<file path="config.mk">
export PLATFORM = sky130hd
export DESIGN_NAME = ctrl_seq
export DESIGN_NICKNAME = d
export VERILOG_FILES = /design/src/rtl/ctrl_pkg.sv /design/src/rtl/ctrl_decode.sv /design/src/rtl/ctrl_seq.sv
export SDC_FILE = /design/constraint.sdc
export NUM_CORES = 1
export LEC_CHECK = 0
export CORE_MARGIN = 4
export CORE_UTILIZATION = 45
export CTS_CLUSTER_SIZE = 40
export DETAILED_ROUTE_END_ITERATION = 8
export PLACE_DENSITY = 0.86
export SYNTH_ARGS = -nofsm -noshare
export SYNTH_HDL_FRONTEND = slang
export SYNTH_SLANG_ARGS = --single-unit
</file>
<file path="constraint.sdc">
create_clock -name clk -period 4.8 [get_ports clk]
set_clock_uncertainty 0.15 [all_clocks]
set_input_delay 0.96 -clock clk [delete_from_list [all_inputs] [get_ports clk]]
set_output_delay 0.96 -clock clk [all_outputs]
set_load 0.1 [all_outputs]
</file>
<file path="src/rtl/ctrl_pkg.sv">
// Shared types and encodings for the ctrl_seq fetch/execute sequencer.
// The instruction fields decoded here select the bus drivers and load strobes.
package ctrl_pkg;

  typedef enum logic [1:0] {
    FETCH = 2'd0,
    EXEC  = 2'd1,
    HALT  = 2'd2
  } state_t;

  typedef enum logic [1:0] {
    PC_HOLD = 2'd0,
    PC_INC  = 2'd1,
    PC_LOAD = 2'd2
  } pc_sel_t;

  localparam logic [1:0] KIND_MOVE = 2'd0;
  localparam logic [1:0] KIND_JUMP = 2'd1;
  localparam logic [1:0] KIND_NOP  = 2'd2;
  localparam logic [1:0] KIND_HALT = 2'd3;

  localparam logic [1:0] SRC_A   = 2'd0;
  localparam logic [1:0] SRC_B   = 2'd1;
  localparam logic [1:0] SRC_IMM = 2'd2;
  localparam logic [1:0] SRC_ALU = 2'd3;

  localparam logic [1:0] DST_A    = 2'd0;
  localparam logic [1:0] DST_B    = 2'd1;
  localparam logic [1:0] DST_X    = 2'd2;
  localparam logic [1:0] DST_NONE = 2'd3;

  localparam logic [1:0] COND_ALWAYS = 2'd0;
  localparam logic [1:0] COND_Z      = 2'd1;
  localparam logic [1:0] COND_C      = 2'd2;
  localparam logic [1:0] COND_NZ     = 2'd3;

  typedef struct packed {
    logic assert_rom;
    logic assert_a;
    logic assert_b;
    logic assert_bar_e;
    logic do_subtract;
    logic load_a;
    logic load_b;
    logic load_x;
    logic halted;
  } ctrl_t;

  // Nothing drives the bus and nothing loads; the ALU drive is active-low.
  localparam ctrl_t CTRL_IDLE = ctrl_t'(9'b0_0_0_1_0_0_0_0_0);

  function automatic logic cond_met(input logic [1:0] cc, input logic a_is_zero,
                                    input logic flag_carry);
    case (cc)
      COND_ALWAYS: cond_met = 1'b1;
      COND_Z:      cond_met = a_is_zero;
      COND_C:      cond_met = flag_carry;
      default:     cond_met = !a_is_zero;
    endcase
  endfunction

endpackage

</file>
<file path="src/rtl/ctrl_decode.sv">
// Combinational decode of state + IR + ALU flags into the control vector,
// the PC update select and the next state.
module ctrl_decode
  import ctrl_pkg::*;
(
  input  state_t      state,
  input  logic [7:0]  ir,
  input  logic        a_is_zero,
  input  logic        flag_carry,
  output ctrl_t       ctrl,
  output pc_sel_t     pc_sel,
  output state_t      next_state
);

  logic [1:0] kind;
  logic [1:0] src;
  logic [1:0] dst;
  logic       unused_bit;

  assign kind       = ir[7:6];
  assign src        = ir[5:4];
  assign dst        = ir[3:2];
  assign unused_bit = ir[1];

  always_comb begin
    ctrl       = CTRL_IDLE;
    pc_sel     = PC_HOLD;
    next_state = state;
    case (state)
      FETCH: begin
        ctrl.assert_rom = 1'b1;
        pc_sel          = PC_INC;
        next_state      = EXEC;
      end
      EXEC: begin
        next_state = FETCH;
        case (kind)
          KIND_MOVE: begin
            case (src)
              SRC_A:   ctrl.assert_a = 1'b1;
              SRC_B:   ctrl.assert_b = 1'b1;
              SRC_IMM: begin
                ctrl.assert_rom = 1'b1;
                pc_sel          = PC_INC;
              end
              default: begin
                ctrl.assert_bar_e = 1'b0;
                ctrl.do_subtract  = ir[0];
              end
            endcase
            case (dst)
              DST_A:   ctrl.load_a = 1'b1;
              DST_B:   ctrl.load_b = 1'b1;
              DST_X:   ctrl.load_x = 1'b1;
              default: ;
            endcase
          end
          KIND_JUMP: begin
            // Operand byte is on the bus either way; a miss just steps over it.
            ctrl.assert_rom = 1'b1;
            pc_sel = cond_met(src, a_is_zero, flag_carry) ? PC_LOAD : PC_INC;
          end
          KIND_NOP: ;
          default: next_state = HALT;
        endcase
      end
      HALT: ctrl.halted = 1'b1;
      default: next_state = FETCH;
    endcase
  end

endmodule

</file>
<file path="src/rtl/ctrl_seq.sv">
// Fetch/execute sequencer in front of the 8-bit ALU: holds PC, IR and state,
// and forces every control output idle while reset is high.
module ctrl_seq
  import ctrl_pkg::*;
#(
  parameter logic [7:0] RESET_PC = 8'h00
) (
  input  logic       clk,
  input  logic       reset,
  input  logic [7:0] dbus_in,
  input  logic       aIsZero,
  input  logic       flagCarry,
  output logic [7:0] romAddr,
  output logic       assertRom,
  output logic       assertA,
  output logic       assertB,
  output logic       assertBarE,
  output logic       doSubtract,
  output logic       loadA,
  output logic       loadB,
  output logic       loadX,
  output logic       halted
);

  state_t     state_reg;
  state_t     state_next;
  logic [7:0] pc_reg;
  logic [7:0] ir_reg;
  ctrl_t      ctrl_dec;
  ctrl_t      ctrl_out;
  pc_sel_t    pc_sel;

  ctrl_decode u_decode (
    .state      (state_reg),
    .ir         (ir_reg),
    .a_is_zero  (aIsZero),
    .flag_carry (flagCarry),
    .ctrl       (ctrl_dec),
    .pc_sel     (pc_sel),
    .next_state (state_next)
  );

  always_ff @(posedge clk) begin
    if (reset) begin
      pc_reg    <= RESET_PC;
      ir_reg    <= 8'h00;
      state_reg <= FETCH;
    end else begin
      state_reg <= state_next;
      if (state_reg == FETCH) ir_reg <= dbus_in;
      case (pc_sel)
        PC_INC:  pc_reg <= pc_reg + 8'd1;
        PC_LOAD: pc_reg <= dbus_in;
        default: ;
      endcase
    end
  end

  // Reset overrides the decode so an aborted instruction never strobes a load.
  assign ctrl_out   = reset ? CTRL_IDLE : ctrl_dec;

  assign romAddr    = pc_reg;
  assign assertRom  = ctrl_out.assert_rom;
  assign assertA    = ctrl_out.assert_a;
  assign assertB    = ctrl_out.assert_b;
  assign assertBarE = ctrl_out.assert_bar_e;
  assign doSubtract = ctrl_out.do_subtract;
  assign loadA      = ctrl_out.load_a;
  assign loadB      = ctrl_out.load_b;
  assign loadX      = ctrl_out.load_x;
  assign halted     = ctrl_out.halted;

endmodule

</file>
==> impl_metrics.csv <==
group,metric,value,unit
place,dp_hpwl,1630,um
floorplanning,initial_utilization,0.475,
setup_path,required,3.69,ns
timing,tightest_slew,0.978,ns
synth,synth_area,941,um2
setup_path,cp.arrival,2.49,ns
setup_path,cp-end-kind,"primary output",
global_route,grt_pass1_wl,3840,um
power,p_per_area,286,mW/mm2
setup_path,cp_max_fo,23,
route,ant_nets,0,
route,drcViolationCount,0,
clock_tree,cts_made_buffers,3,
timing,fin_hold_ws,0.343,ns
synth,synth_top_area_frac,0.362,
synth,syn_nets,139,
setup_path,startpoint_type,"input port",
clock_tree,cts_tree,"done",
clock_tree,htreeDepth,1,
timing,hold_viol,0,
floorplanning,ioPinCount,29,
route,drt-vias-per-instance,5.28,
route,num_vias,939,
floorplanning,row_count,16,
min_path,hold_path.class,"flop to flop",
synth,synth-seq-area-share,0.362,
floorplanning,die_h,53.7,um
synth,synth_area_leaders,"dfxtp_1, a21oi_1, nand2_1",
global_route,grt_max_degree,24,
setup_path,slowest_delay,0.42,ns
synth,netlist-cell-type-count,30,
synth,synthCells,125,
finish,most-common-layout-cells,"clkdlybuf4s50_1, a21oi_1, dfxtp_1",
timing,rsz0062_at_grt,"no",
setup_path,crit_type,"input port to primary output",
power,p_leak,0.457,nW
synth,ys_ff_latch,17,
synth,avgSynthCellArea,7.53,um2
clock_tree,root_buffer,"clkbuf_4",
clock_tree,clk_pin_slew,0.10,ns
finish,layout_commonest_cell,"clkdlybuf4s50_1",
flow_run,maxCapViolCount,0,
timing,fmax,278,MHz
place,place_congestion,0.799,
timing,setup_viol,0,
clock_tree,clkLatencyLatePin,0.29,ns
timing,layout_min_cycle_time,3.60,ns
clock_tree,cts_buffer_depth,2,
clock_tree,post-cts-setup-buffers,0,
finish,area_growth,31.9,%
setup_path,cp_cell_sequence,"clkdlybuf4s50_1 > buf_4 > or3_4 > nor3b_2 > buf_4",
route,wl_per_cell,12.8,um
finish,layout.nets,166,
global_route,grt_pass1_vias,923,
timing,max_slew_margin,0.346,
setup_path,r2r_setup_slack,2.33,ns
finish,antenna_cells,0,
floorplanning,die_width,53.7,um
setup_path,path_buf_inv,3,
power,vdd_drop_max,0.000214,V
global_route,gr-usage-all-layers,0.175,
global_route,grt_overflow,0,
setup_path,crit_slowest_cell,"or3_4",
synth,yosysWarningCount,0,
floorplanning,die_area,0.00289,mm2
setup_path,crit_top_cell,"buf_4",
clock_tree,clkSinkCount,17,
synth,yosysTopAreaCell,"dfxtp_1",
timing,period_share,0.749,
finish,layout-drive-gt1-share,0.119,
route,wirelength,2280,um
finish,largest_reg_flops,8,
route,drt_first_pass_iters,4,
route,drt_iter0_markers,25,
floorplanning,core,0.00198,mm2
run_status,status,"finished clean",
setup_path,crit_family,"buffers and inverters",
clock_tree,cts_resized,0,
global_route,grt_antenna_before_repair,0,
clock_tree,cts_hold_buf,0,
timing,finalMaxSlewViolations,0,
place,portBuffers,28,
timing,finalSetupTns,0,ns
[layer usage]
metal / vias to the layer above / GRT usage / wire (um)
li1: 498 / - / -
met1: 405 / 0.218 / 1050
met2: 34 / 0.313 / 1070
met3: 2 / 0.0194 / 151
met4: 0 / 0.0553 / 7
met5: - / 0 / 0
[cells by family after synthesis]
family | after synthesis | synth area share
and+or+nand+nor | 58 | 0.322
muxes | 2 | 0.0213
xor gates and xnor gates | 1 | 0.00931
AOI/OAI and AO/OA | 35 | 0.219
buffers and inverters | 10 | 0.0399
DFF | 17 | 0.362
adders and majority gates | 2 | 0.0266
[tightest hold or removal path, stage by stage (launching register included)]
cell	delay (ns)
dfxtp_1	0.34
nand2_1	0.06
a21oi_1	0.05
[Yosys cell counts]
cell	n
a21oi_1	18
o211ai_1	1
a211oi_1	2
o21bai_1	1
or3_4	1
xnor2_1	1
nor3b_2	2
o31ai_1	2
nand2_1	16
o311ai_0	1
nand4b_1	1
nand2b_1	3
clkbuf_1	5
a31oi_1	3
nor3_1	10
a22oi_1	2
a221oi_1	1
or2_2	1
and4_1	1
mux2i_1	2
nor2b_1	6
buf_1	2
o21ai_0	4
nor2_1	12
nand3_1	3
ha_1	2
dfxtp_1	17
or3b_1	1
inv_1	3
nor3b_1	1
[per-stage QoR]
step                      std cells  power (mW)  utilization  instance area [um2]  setup WS (ns)
after floorplan                 125       0.251            -                  941          0.171
after global placement          174       0.281        0.612                 1210           1.23
after detailed placement        174       0.283        0.612                 1210           1.21
after CTS                       178       0.359        0.626                 1240           1.19
after global routing            178       0.375        0.626                 1240           1.11
final                           178       0.355        0.626                 1240           1.20
[power breakdown]
group / switching (mW) / internal [mW]
clock: 0.0441 / 0.0309
sequential: 0.0125 / 0.151
combinational: 0.0801 / 0.0370
total: 0.137 / 0.219
[path summary, 6_finish.rpt]
kind                                 from         end  cells past startpoint
worst min-delay path            ir_reg[7]   ir_reg[7]                      2
worst max-delay path                reset       loadX                      5
worst max register to register  ir_reg[4]  romAddr[0]                      7
worst min register to register  ir_reg[7]   ir_reg[7]                      2
[layout make-up]
class / count / area (um2)
inverters: 3 / 11.3
clock inverters: 1 / 5.00
well taps: 27 / 33.8
fillers: 182 / 741
multi-input cells: 98 / 563
clock buffers: 3 / 22.5
repair buffers: 29 / 265
flip-flops and latches: 17 / 340
(Power assumes the default switching activity.)
